## src/rtl/sonar_pkg.sv

```systemverilog
// Shared constants and state encodings for the sonar telemetry receiver.
// Optional parity checking is selected with SONAR_RX_PARITY_CHECK_EN.
package sonar_pkg;

    localparam logic [6:0] CHAR_ZERO      = 7'h30;
    localparam logic [6:0] CHAR_NOVE      = 7'h39;
    localparam logic [6:0] CHAR_VIRGULA   = 7'h2C;
    localparam logic [6:0] CHAR_CERQUILHA = 7'h23;

    localparam int N_DIG_ANG  = 3;
    localparam int N_DIG_DIST = 4;

    typedef enum logic [2:0] {
        SER_REPOUSO,
        SER_START,
        SER_DADOS,
        SER_PARIDADE,
        SER_STOP,
        SER_ESPERA_ALTO
    } ser_estado_t;

    typedef enum logic [3:0] {
        P_ESPERA = 4'h0,
        P_ANG    = 4'h1,
        P_VIRG   = 4'h2,
        P_DIST   = 4'h3,
        P_FIM    = 4'h4,
        P_VALIDO = 4'h5,
        P_ERRO   = 4'hE
    } par_estado_t;

    function automatic logic eh_digito(input logic [6:0] c);
        return (c >= CHAR_ZERO) && (c <= CHAR_NOVE);
    endfunction

endpackage

```

## src/rtl/sonar_rx_serial.sv

```systemverilog
// 7O1 UART deserialiser: synchroniser, bit timer and bit-level FSM.
// SONAR_RX_PARITY_CHECK_EN enables rejection of characters with bad parity.
module sonar_rx_serial
    import sonar_pkg::*;
#(
    parameter int CLK_FREQ = 50_000_000,
    parameter int BAUD     = 115200
) (
    input  logic       clock,
    input  logic       reset,
    input  logic       rx,
    output logic [6:0] char_o,
    output logic       char_pronto,
    output logic       char_erro
);

    localparam int BIT_TICKS = CLK_FREQ / BAUD;
    localparam int CW        = $clog2(BIT_TICKS + 1);
    localparam logic [CW-1:0] FIM_BIT  = CW'(BIT_TICKS - 1);
    localparam logic [CW-1:0] FIM_MEIO = CW'(BIT_TICKS / 2 - 1);

    logic [1:0]    sync_q;
    logic          prev_q;
    ser_estado_t   estado_q, estado_d;
    logic [CW-1:0] cnt_q, cnt_d;
    logic [2:0]    nbit_q, nbit_d;
    logic [6:0]    dados_q, dados_d;
    logic          pronto_q, pronto_d;
    logic          erro_q, erro_d;
    logic          linha;

    assign linha = sync_q[1];

`ifdef SONAR_RX_PARITY_CHECK_EN
    logic par_ok_q, par_ok_d;

    always_ff @(posedge clock or posedge reset) begin
        if (reset) par_ok_q <= 1'b0;
        else       par_ok_q <= par_ok_d;
    end
`endif

    always_ff @(posedge clock or posedge reset) begin
        if (reset) begin
            sync_q   <= 2'b11;
            prev_q   <= 1'b1;
            estado_q <= SER_REPOUSO;
            cnt_q    <= '0;
            nbit_q   <= '0;
            dados_q  <= '0;
            pronto_q <= 1'b0;
            erro_q   <= 1'b0;
        end else begin
            sync_q   <= {sync_q[0], rx};
            prev_q   <= linha;
            estado_q <= estado_d;
            cnt_q    <= cnt_d;
            nbit_q   <= nbit_d;
            dados_q  <= dados_d;
            pronto_q <= pronto_d;
            erro_q   <= erro_d;
        end
    end

    always_comb begin
        estado_d = estado_q;
        cnt_d    = cnt_q;
        nbit_d   = nbit_q;
        dados_d  = dados_q;
        pronto_d = 1'b0;
        erro_d   = 1'b0;
`ifdef SONAR_RX_PARITY_CHECK_EN
        par_ok_d = par_ok_q;
`endif
        unique case (estado_q)
            SER_REPOUSO: begin
                cnt_d = '0;
                if (prev_q && !linha) estado_d = SER_START;
            end
            SER_START: begin
                if (cnt_q == FIM_MEIO) begin
                    cnt_d    = '0;
                    nbit_d   = '0;
                    estado_d = linha ? SER_REPOUSO : SER_DADOS;
                end else begin
                    cnt_d = cnt_q + 1'b1;
                end
            end
            SER_DADOS: begin
                if (cnt_q == FIM_BIT) begin
                    cnt_d   = '0;
                    dados_d = {linha, dados_q[6:1]};
                    if (nbit_q == 3'd6) estado_d = SER_PARIDADE;
                    else                nbit_d   = nbit_q + 1'b1;
                end else begin
                    cnt_d = cnt_q + 1'b1;
                end
            end
            SER_PARIDADE: begin
                if (cnt_q == FIM_BIT) begin
                    cnt_d    = '0;
                    estado_d = SER_STOP;
`ifdef SONAR_RX_PARITY_CHECK_EN
                    par_ok_d = ^{dados_q, linha};
`endif
                end else begin
                    cnt_d = cnt_q + 1'b1;
                end
            end
            SER_STOP: begin
                if (cnt_q == FIM_BIT) begin
                    cnt_d = '0;
                    if (linha) begin
                        estado_d = SER_REPOUSO;
`ifdef SONAR_RX_PARITY_CHECK_EN
                        pronto_d = par_ok_q;
                        erro_d   = !par_ok_q;
`else
                        pronto_d = 1'b1;
`endif
                    end else begin
                        erro_d   = 1'b1;
                        estado_d = SER_ESPERA_ALTO;
                    end
                end else begin
                    cnt_d = cnt_q + 1'b1;
                end
            end
            SER_ESPERA_ALTO: begin
                if (linha) estado_d = SER_REPOUSO;
            end
            default: estado_d = SER_REPOUSO;
        endcase
    end

    assign char_o      = dados_q;
    assign char_pronto = pronto_q;
    assign char_erro   = erro_q;

endmodule

```

## src/rtl/sonar_rx_frame.sv

```systemverilog
// Parser for "AAA,DDDD#" telemetry frames on top of the serial receiver.
// Build option SONAR_RX_PARITY_CHECK_EN is forwarded to sonar_rx_serial.
module sonar_rx_frame
    import sonar_pkg::*;
#(
    parameter int CLK_FREQ = 50_000_000,
    parameter int BAUD     = 115200
) (
    input  logic        clock,
    input  logic        reset,
    input  logic        rx,
    output logic [11:0] angulo,
    output logic [15:0] distancia,
    output logic        frame_valido,
    output logic        erro_frame,
    output logic [3:0]  db_estado
);

    logic [6:0] char_w;
    logic       char_pronto;
    logic       char_erro;

    sonar_rx_serial #(
        .CLK_FREQ (CLK_FREQ),
        .BAUD     (BAUD)
    ) u_serial (
        .clock       (clock),
        .reset       (reset),
        .rx          (rx),
        .char_o      (char_w),
        .char_pronto (char_pronto),
        .char_erro   (char_erro)
    );

    par_estado_t estado_q, estado_d;
    logic [2:0]  idx_q, idx_d;
    logic [11:0] ang_sh_q, ang_sh_d;
    logic [15:0] dist_sh_q, dist_sh_d;
    logic [11:0] ang_q, ang_d;
    logic [15:0] dist_q, dist_d;
    logic        fv_q, fv_d;
    logic        ef_q, ef_d;
    logic        descarta_q, descarta_d;
    logic        dig, eh_cerq, aborta;
    logic [3:0]  nib;

    assign dig     = eh_digito(char_w);
    assign eh_cerq = (char_w == CHAR_CERQUILHA);
    assign nib     = char_w[3:0];

    always_ff @(posedge clock or posedge reset) begin
        if (reset) begin
            estado_q   <= P_ESPERA;
            idx_q      <= '0;
            ang_sh_q   <= '0;
            dist_sh_q  <= '0;
            ang_q      <= '0;
            dist_q     <= '0;
            fv_q       <= 1'b0;
            ef_q       <= 1'b0;
            descarta_q <= 1'b0;
        end else begin
            estado_q   <= estado_d;
            idx_q      <= idx_d;
            ang_sh_q   <= ang_sh_d;
            dist_sh_q  <= dist_sh_d;
            ang_q      <= ang_d;
            dist_q     <= dist_d;
            fv_q       <= fv_d;
            ef_q       <= ef_d;
            descarta_q <= descarta_d;
        end
    end

    always_comb begin
        estado_d   = estado_q;
        idx_d      = idx_q;
        ang_sh_d   = ang_sh_q;
        dist_sh_d  = dist_sh_q;
        ang_d      = ang_q;
        dist_d     = dist_q;
        fv_d       = 1'b0;
        ef_d       = 1'b0;
        descarta_d = descarta_q;
        aborta     = 1'b0;
        unique case (estado_q)
            P_ESPERA: begin
                // After an abort, skip the rest of the broken frame up to '#'.
                if (descarta_q) begin
                    if (char_pronto && eh_cerq) descarta_d = 1'b0;
                end else if (char_pronto && dig) begin
                    ang_sh_d[11:8] = nib;
                    idx_d          = 3'd1;
                    estado_d       = P_ANG;
                end
            end
            P_ANG: begin
                if (char_erro || (char_pronto && !dig)) begin
                    aborta = 1'b1;
                end else if (char_pronto) begin
                    if (idx_q == 3'd1) ang_sh_d[7:4] = nib;
                    else               ang_sh_d[3:0] = nib;
                    if (idx_q == 3'(N_DIG_ANG - 1)) estado_d = P_VIRG;
                    else                            idx_d    = idx_q + 1'b1;
                end
            end
            P_VIRG: begin
                if (char_erro || (char_pronto && char_w != CHAR_VIRGULA)) begin
                    aborta = 1'b1;
                end else if (char_pronto) begin
                    idx_d    = '0;
                    estado_d = P_DIST;
                end
            end
            P_DIST: begin
                if (char_erro || (char_pronto && !dig)) begin
                    aborta = 1'b1;
                end else if (char_pronto) begin
                    unique case (idx_q)
                        3'd0:    dist_sh_d[15:12] = nib;
                        3'd1:    dist_sh_d[11:8]  = nib;
                        3'd2:    dist_sh_d[7:4]   = nib;
                        default: dist_sh_d[3:0]   = nib;
                    endcase
                    if (idx_q == 3'(N_DIG_DIST - 1)) estado_d = P_FIM;
                    else                             idx_d    = idx_q + 1'b1;
                end
            end
            P_FIM: begin
                if (char_erro || (char_pronto && !eh_cerq)) begin
                    aborta = 1'b1;
                end else if (char_pronto) begin
                    estado_d = P_VALIDO;
                end
            end
            P_VALIDO: begin
                ang_d    = ang_sh_q;
                dist_d   = dist_sh_q;
                fv_d     = 1'b1;
                estado_d = P_ESPERA;
            end
            P_ERRO: begin
                ef_d     = 1'b1;
                estado_d = P_ESPERA;
            end
            default: estado_d = P_ESPERA;
        endcase
        if (aborta) begin
            estado_d   = P_ERRO;
            descarta_d = !(char_pronto && eh_cerq);
        end
    end

    assign angulo       = ang_q;
    assign distancia    = dist_q;
    assign frame_valido = fv_q;
    assign erro_frame   = ef_q;
    assign db_estado    = estado_q;

endmodule

```

## config.mk

```make
export PLATFORM = sky130hd
export DESIGN_NAME = sonar_rx_frame
export DESIGN_NICKNAME = d
export VERILOG_FILES = /design/src/rtl/sonar_pkg.sv /design/src/rtl/sonar_rx_serial.sv /design/src/rtl/sonar_rx_frame.sv
export SDC_FILE = /design/constraint.sdc
export NUM_CORES = 1
export LEC_CHECK = 0
export CAP_MARGIN = 10
export CORE_UTILIZATION = 37
export DETAILED_ROUTE_END_ITERATION = 6
export DONT_BUFFER_PORTS = 1
export MAX_ROUTING_LAYER = met4
export PLACE_DENSITY_LB_ADDON = 0.12
export SYNTH_ARGS = -nofsm -noshare
export SYNTH_HDL_FRONTEND = slang
export SYNTH_SLANG_ARGS = --single-unit
```

## constraint.sdc

```tcl
create_clock -name clock -period 4.4 [get_ports clock]
set_input_delay 0.44 -clock clock [delete_from_list [all_inputs] [get_ports clock]]
set_output_delay 0.44 -clock clock [all_outputs]
set_load 0.02 [all_outputs]
```

[Word-level counts from Yosys, hierarchy flattened]
Cells that the tools add are included.
Operators by class
  add/subtract/negate cells: 3
  order comparisons: 2
  equality and inequality tests: 49
  mux-type cells: 58
  bitwise operators: 4
  reductions and logical operators: 36
Operators with widths (number)
  3-bit 2-to-1 mux: 21
  4-bit 2-to-1 mux: 13
  4-bit AND reduction: 7
  9-bit one-hot mux with 3 select lines: 1
  3-bit != test (second input constant): 8
  2-bit by 1-bit != test with 1-bit output (second input constant): 10
  4-bit one-hot mux with 5 select lines: 1
  9-bit 2-to-1 mux: 2
  3-bit one-hot mux with 6 select lines: 1
  2-bit != test (second input constant): 8
  1-bit 2-to-1 mux: 15
  3-bit by 2-bit == test with 1-bit output (second input constant): 4
  3-bit by 2-bit != test with 1-bit output (second input constant): 4
  3-bit one-hot mux with 4 select lines: 1
  12-bit AND reduction: 1
  11-bit AND reduction: 1
  9-bit by 1-bit adder with 9-bit output (second input constant): 1
  3-bit == test (second input constant): 3
  9-bit by 8-bit == test with 1-bit output (second input constant): 1
  9-bit == test (second input constant): 1
  4-bit by 2-bit == test with 1-bit output (second input constant): 2
  4-bit by 3-bit == test with 1-bit output (second input constant): 2
  7-bit by 6-bit == test with 1-bit output (second input constant): 1
  7-bit by 6-bit >= comparator with 1-bit output (second input constant): 1
  23 further kinds: 42
Storage, ports and cells
  register bits: 93
  bits of input ports: 3
  output and inout bits: 34
  word-level logic and storage cells: 174

[Logic depth before layout (Yosys ltp)]
Gate-level depths: netlist of run 1.
  word-level depth: 9
  gate-level depth with buffers: 9
  gate-level depth less buffers: 7

[Modules after synthesis]
A second synthesis of run 1 with hierarchy kept.
Second synthesis, totals
  cells, all modules: 335
  area total of the unflattened synthesis: 4376.7 um^2
Modules (own cells, without submodules)
  sonar_rx_frame: instances 1, cells each 212, area an instance 2926.6 um^2, seq. area each 1651.6 um^2
  sonar_rx_serial: instances 1, cells each 123, area an instance 1450.1 um^2, seq. area each 679.4 um^2

[Least setup slack after synthesis of run 1]
OpenSTA, ideal clock, no wires.
  kind: reg-to-reg
  start: register estado_q[3] (netlist: db_estado[3])
  end: register dist_sh_q[0]
  setup time: 0.125 ns
  data arrival time: 1.812 ns
  required time: 4.275 ns
  setup slack: 2.463 ns
  cell stages (with the launch flop): 6
  path buffers: 0
  period minus slack after synthesis: 1.937 ns
  cell sequence: dfrtp_1 -> or3b_4 -> nor2_4 -> and4_4 -> o21a_1 -> mux2_2
Between the ends
  longest elaborated chain between the ends: 2
RTL lines
  from (decl): line sonar_rx_frame.sv:35  | par_estado_t estado_q, estado_d;
  from (signal assigned): line sonar_rx_frame.sv:63  | estado_q <= estado_d;
  4-bit by 2-bit == test with 1-bit output: line sonar_rx_frame.sv:86  | unique case (estado_q)
  4-bit AND reduction (no source line)
  to (signal assigned): line sonar_rx_frame.sv:66  | dist_sh_q <= dist_sh_d;
  to (decl): line sonar_rx_frame.sv:38  | logic [15:0] dist_sh_q, dist_sh_d;
Every way passes these cells.
A chain may end at the register's enable or synchronous reset.

[Worst setup path after layout of run 1]
  start: register estado_q[0] (netlist: db_estado[0])
  end: register dist_sh_q[1]
Same word-level chain as after synthesis.

==> results.py, run 1 <==
metrics = {
    "setup_path": {
        "r2r-start": "db_estado[0]",
        "reg2reg_depth": 5,
        "crit_path_end_kind": "flip-flop",
        "crit_arrival_ns": 2.41,
        "startpoint_type": "flip-flop",
        "required_ns": 4.62,
        "crit_path_max_fanout": 13,
        "crit_type": "reg -> reg",
        "reg2reg_slack_ns": 2.21,
        "r2r_end": "dist_sh_q[1]",
    },
    "clocking": {
        "cts_buffer_depth": 2,
        "clock_sinks": 93,
        "clk_latency_ns": 0.34,
        "cts_tree": "yes",
        "path_clk_slew_ns": 0.06,
        "htree_num_levels": 3,
        "ctsResizeCount": 0,
        "cts-buffers-inserted": 9,
        "cts_root_buf": "clkbuf_16",
    },
    "floorplanning": {
        "io_pins": 37,
        "die_area_um2": 12000,
        "die_x_um": 109,
        "core_area_um2": 11000,
        "die_h_um": 109,
        "start_util_pct": 38.6,
        "row_count": 38,
    },
    "global_routing": {
        "antenna_found_initial": 0,
        "grt-ovfl-total": 0,
        "grt_max_degree": 65,
        "grt_usage_pct": 15.0,
        "grt_pass1_wl_um": 13100,
        "grt_pass1_vias": 2602,
    },
    "routing": {
        "routed_wl_um": 7890,
        "wl_per_cell_um": 16.3,
        "dr.pass1.iters": 4,
        "via_per_inst": 5.25,
        "route.detailed.drc": 0,
        "ant_nets": 0,
        "vias": 2536,
        "drt_iter0_drc": 94,
    },
    "yosys": {
        "synth_warnings": 0,
        "yosysUniqueCellTypes": 54,
        "ys_seq_elements": 93,
        "async_flop_share_pct": 100,
        "synthCells": 340,
        "synth_flop_cell": "dfrtp_1",
        "synth-edff-count": 0,
        "syn_nets": 353,
        "syn_area_um2": 4260,
        "syn_area_per_cell_um2": 12.5,
        "ys_seq_area_share_pct": 54.7,
    },
    "cells_and_area": {
        "final_nets": 351,
        "layout-drive-gt1-share_pct": 30.3,
        "syn_to_final_growth_pct": 10.3,
        "n_antenna_cell": 0,
    },
    "hold_path": {
        "hp-start": "rx",
        "worstHoldEndpoint": "u_serial.sync_q[0]",
        "hp-class": "in -> reg",
        "whs_path_depth": 0,
    },
    "power": {
        "p_leak_nw": 2.21,
        "peakVddDrop_uv": 199,
        "p_per_area_nw_per_um2": 421,
        "power_mw": 1.98,
    },
    "timing": {
        "finalHoldViolCount": 0,
        "timing.final.setup_violations": 0,
        "tightest_slew_ns": 0.747,
        "tns_ns": 0,
        "drv_slew": 0,
        "slew-limit-headroom_pct": 50.2,
        "post-route-min-period_ns": 2.19,
        "fmax_mhz": 456,
        "fin_skew_ns": 0.00672,
        "rsz0062_at_grt": "false",
        "finalCritPeriodShare_pct": 49.8,
    },
    "flow_run": {
        "drv_cap": 0,
    },
    "placed_design": {
        "dp.final_hpwl_um": 5300,
        "port_buffers": 0,
        "gp_congestion": 0.775,
    },
    "status": {
        "run_status": "completed",
    },
}
[cell usage after synthesis, drive strengths merged, types with 2 or more instances]
cell type / number / area (um2)
dfrtp: 90 / 2250
inv: 12 / 45.0
nor3: 6 / 41.3
and3: 3 / 18.8
buf: 11 / 63.8
nor2: 15 / 63.8
mux2: 71 / 800
o21a: 4 / 30.0
clkbuf: 6 / 22.5
dfstp: 3 / 78.8
nand3b: 2 / 15.0
nand2: 16 / 60.1
o22ai: 2 / 12.5
nand3: 7 / 45.0
nor3b: 5 / 48.8
a21oi: 12 / 63.8
or3b: 2 / 20.0
o2bb2ai: 3 / 26.3
o21ai: 15 / 78.8
nor4bb: 3 / 30.0
nor2b: 7 / 43.8
xor2: 3 / 26.3
xnor2: 2 / 17.5
ha: 10 / 125
nand2b: 4 / 25.0
and2: 6 / 37.5
nand4: 3 / 18.8
[worst max path at each step]
stage	to	slack, ns	cells past startpoint	from
5_1_grt	db_estado[2]	2.03	5	db_estado[1]
4_1_cts	ang_sh_q[7]	2.17	5	db_estado[0]
3_3_place_gp	ang_sh_q[4]	2.20	5	db_estado[0]
6_report	dist_sh_q[1]	2.21	5	db_estado[0]
3_5_place_dp	ang_sh_q[7]	2.18	5	db_estado[0]
2_1_floorplan	ang_sh_q[0]	1.54	1	reset
[metal layers]
layer  global-route usage, %  wire [um]  share of wire, %
met1                    20.6       3980                50
met2                    21.2       3530                45
met3                    3.32        243               3.1
met4                    6.48        129               1.6
met5                       -          0                 0
[cell families (layout without fill, tap and decap cells)]
group                    Yosys count  count (layout)  share of synthesized area [%]
XOR/XNOR                           5               5                           1.03
flip-flops                        93              93                           54.7
AND/OR/NAND/NOR                   84              84                           12.1
adder cells (fa/ha/maj)           10              10                           2.94
AO/OA/AOI/OAI                     47              47                           7.16
multiplexers                      72              72                           19.0
buffers and inverters             29              32                           3.08
[state kept, by name (all words and copies together) (netlist names)]
| name | flops |
|---|---|
| u_serial.sync_q | 2 |
| u_serial.prev_q | 1 |
| distancia | 16 |
| dist_sh_q | 16 |
| u_serial.estado_q | 3 |
| descarta_q | 1 |
| db_estado | 4 |
| angulo | 12 |
| ang_sh_q | 12 |
| u_serial.cnt_q | 9 |
| u_serial.nbit_q | 3 |
| frame_valido | 1 |
| erro_frame | 1 |
| u_serial.char_pronto | 1 |
| idx_q | 3 |
| u_serial.char_o | 7 |
| u_serial.char_erro | 1 |
[where the power goes]
group	switching, mW	total [mW]	internal (mW)
clock	0.318	0.752	0.434
sequential	0.0539	0.944	0.891
combinational	0.162	0.284	0.122
total	0.534	1.98	1.45
[repair_timing]
item,4_1_cts,5_1_grt
hold buffers,0,1
endpoints found under the setup margin,0,0
hold endpoints to repair,0,14
buffers inserted,0,0
[worst max-delay path: stages, from the launching register on]
cell,delay (ns)
dfrtp_1,0.67
or3b_4,0.48
nor2_4,0.11
and4_4,0.26
o21a_1,0.22
mux2_2,0.35
[per-stage QoR]
step	instance area [um2]	utilization [%]	setup WS [ns]	std cells	hold slack (ns)
finish	4700	42.6	2.21	483	0.100
global route	4700	42.6	2.03	483	0.0811
CTS	4660	42.3	2.17	481	0.0858
detailed placement	4370	39.6	2.18	465	0.348
global placement	4370	39.6	2.20	465	0.346
floorplan	4260	-	1.54	340	0.345
[cells in the final DEF (no fill, tap or decap), types with 6 or more instances in the layout]
master,netlist,routed
mux2_2,71,71
nor2b_1,7,7
ha_1,10,10
inv_1,12,11
nand2_1,16,16
o21ai_0,13,13
nor2_1,14,14
and2_1,6,6
dfrtp_1,90,90
clkbuf_16,0,9
a21oi_1,11,11
[cell type report]
cell class / instances / area, um2
fill: 1031 / 6330
sequential: 93 / 2330
multi-input combinational: 218 / 1800
clock buffer: 13 / 270
tap: 140 / 175
timing repair buffer: 4 / 52.6
inverter: 12 / 46.3
clock inverter: 3 / 26.3
Note: power is estimated with default switching activity, not from simulation.
==> run 2: changes to the inputs <==
- clock period: 4.4 -> 2.2 ns (I/O delays scaled with it)
==> results.py, run 2 (synthesized netlist as in run 1, its figures left out) <==
metrics = {
    "cells_and_area": {
        "fin_cells": 496,
        "final_nets": 364,
        "fill_cells": 1065,
        "multi_input_area_um2": 1800,
        "n_antenna_cell": 0,
        "postLayoutCellArea_um2": 4830,
        "seq_area_um2": 2330,
        "layout_common_cells": "90 x dfrtp_1, 71 x mux2_2, 16 x nand2_1, 14 x nor2_1, 13 x o21ai_0",
        "layout-drive-gt1-share_pct": 33.1,
        "postLayoutCoreUtil_pct": 43.8,
        "layout_commonest_cell": "dfrtp_1",
        "syn_to_final_growth_pct": 13.4,
    },
    "clocking": {
        "cts_tree": "yes",
        "cts_root_buf": "clkbuf_16",
        "clk_latency_ns": 0.35,
        "htree_num_levels": 3,
        "cts_buffer_depth": 2,
        "clock_sinks": 93,
        "cts-buffers-inserted": 9,
        "path_clk_slew_ns": 0.07,
    },
    "power": {
        "peakVddDrop_uv": 563,
        "swShare_pct": 27.7,
        "p_int_mw": 2.92,
        "pwr-share-seq_pct": 46.9,
        "p_per_area_nw_per_um2": 836,
        "p_leak_nw": 2.27,
        "clkPwrFrac_pct": 39.0,
        "p_comb_share_pct": 14.1,
        "p_switching_mw": 1.12,
    },
    "timing": {
        "fin_skew_ns": 0.00947,
        "drv_slew": 0,
        "tns_ns": 0,
        "rsz0062_at_grt": "false",
        "timing.final.setup_violations": 0,
        "finalHoldViolCount": 0,
        "finalCritPeriodShare_pct": 91.6,
        "tightest_slew_ns": 0.671,
        "slew-limit-headroom_pct": 55.1,
        "setup_slack_ns": 0.185,
        "post-route-min-period_ns": 2.01,
        "fmax_mhz": 496,
    },
    "floorplanning": {
        "die_h_um": 109,
        "row_count": 38,
        "io_pins": 37,
        "die_x_um": 109,
        "start_util_pct": 38.6,
        "core_area_um2": 11000,
        "die_area_um2": 12000,
    },
    "setup_path": {
        "reg2reg_slack_ns": 0.19,
        "crit_path_cell_trace": "inv_1, ha_1, nor4bb_1, and4b_2, o221ai_1, nor2_1, mux2_2",
        "slowest_stage": "dfrtp_1",
        "cp.depth": 7,
        "r2r-start": "u_serial.cnt_q[1]",
        "path_buf_inv": 1,
        "required_ns": 2.43,
        "startpoint_type": "flip-flop",
        "crit_path_max_fanout": 5,
        "crit_path_end_kind": "flip-flop",
        "cp_top_family": "simple AND/OR/NAND/NOR gates",
        "crit_type": "reg -> reg",
        "cp-startpoint": "u_serial.cnt_q[1]",
        "slowest_delay_ns": 0.40,
        "reg2reg_depth": 7,
        "crit_arrival_ns": 2.25,
        "worstSetupEndpoint": "u_serial.estado_q[0]",
        "r2r_end": "u_serial.estado_q[0]",
    },
    "placed_design": {
        "dp_cells": 478,
        "gp_congestion": 0.800,
        "placed_cell_area_um2": 4510,
        "dp.final_hpwl_um": 5480,
        "pre_cts_slack_ns": 0.155,
        "port_buffers": 0,
    },
    "routing": {
        "route.detailed.drc": 0,
        "dr.pass1.iters": 5,
        "vias": 2559,
        "drt_iter0_drc": 138,
        "wl_per_cell_um": 16.1,
        "ant_nets": 0,
        "routed_wl_um": 8000,
        "via_per_inst": 5.16,
    },
    "global_routing": {
        "grt_max_degree": 37,
        "grt-ovfl-total": 0,
        "grt_pass1_wl_um": 13100,
        "antenna_found_initial": 0,
        "grt_pass1_vias": 2553,
        "grt_usage_pct": 15.1,
    },
    "status": {
        "run_status": "completed",
    },
    "flow_run": {
        "drv_cap": 0,
    },
    "hold_path": {
        "hp-class": "reg -> reg",
    },
}
[run 2: cell types whose count changed in the layout (fill, tap and decap cells not counted), moves of 3 or more]
cell,delta
clkbuf_8,-3
buf_12,+3
buf_4,+10
clkinvlp_4,+4
[run 2: cell type report]
cell class | count | share of cell area, %
timing repair buffer | 17 | 3.52
inverter | 12 | 1.01
clock buffer | 9 | 4.66
tap | 140 | 3.62
sequential | 93 | 48.2
clock inverter | 7 | 1.68
multi-input combinational | 218 | 37.3
[run 2: metal layers]
| layer | GRT usage [%] | up-vias | part of all wire, % | wire length, um |
|---|---|---|---|---|
| li1 | - | 1230 | - | - |
| met1 | 20.0 | 1272 | 49 | 3940 |
| met2 | 21.3 | 48 | 45 | 3570 |
| met3 | 5.81 | 9 | 5.1 | 409 |
| met4 | 4.57 | 0 | 1.0 | 83 |
| met5 | - | - | 0 | 0 |
[run 2: stage by stage]
step | power (mW) | hold slack (ns)
floorplan | 2.37 | 0.224
global placement | 2.48 | 0.222
detailed placement | 2.49 | 0.224
CTS | 4.10 | 0.359
global route | 4.25 | 0.361
finish | 4.04 | 0.358
[run 2: power groups by stage]
stage          Sequential [mW]  Clock [mW]  Combinational, mW
2_1_floorplan             1.86           0              0.519
3_3_place_gp              1.92           0              0.560
3_5_place_dp              1.92           0              0.571
4_1_cts                   1.89        1.63              0.578
5_1_grt                   1.91        1.69              0.651
6_report                  1.89        1.58              0.568
[run 2: what timing repair did]
item | in CTS | in global routing
setup endpoints to repair | 0 | 2
hold buffers | 2 | 0
buffers inserted | 0 | 0
hold endpoints to repair | 25 | 0
resized for setup | 0 | 1
[run 2: worst min path at each step]
stage | startpoint | slack (ns) | depth (start not counted) | endpoint
floorplan | rx | 0.22 | 0 | u_serial.sync_q[0]
global route | u_serial.sync_q[0] | 0.36 | 0 | u_serial.sync_q[1]
global placement | reset | 0.22 | 1 | db_estado[0]
CTS | u_serial.sync_q[0] | 0.36 | 0 | u_serial.sync_q[1]
finish | u_serial.sync_q[0] | 0.36 | 0 | u_serial.sync_q[1]
detailed placement | reset | 0.22 | 1 | db_estado[0]
[run 2: worst register-to-register path: cells and delay by family (launching register included)]
kind	cells	cell delay [ns]
AOI/OAI and AO/OA	1	0.16
adders and majority gates	1	0.15
buffers and inverters	1	0.10
DFF	1	0.40
muxes	1	0.35
and+or+nand+nor	3	0.75
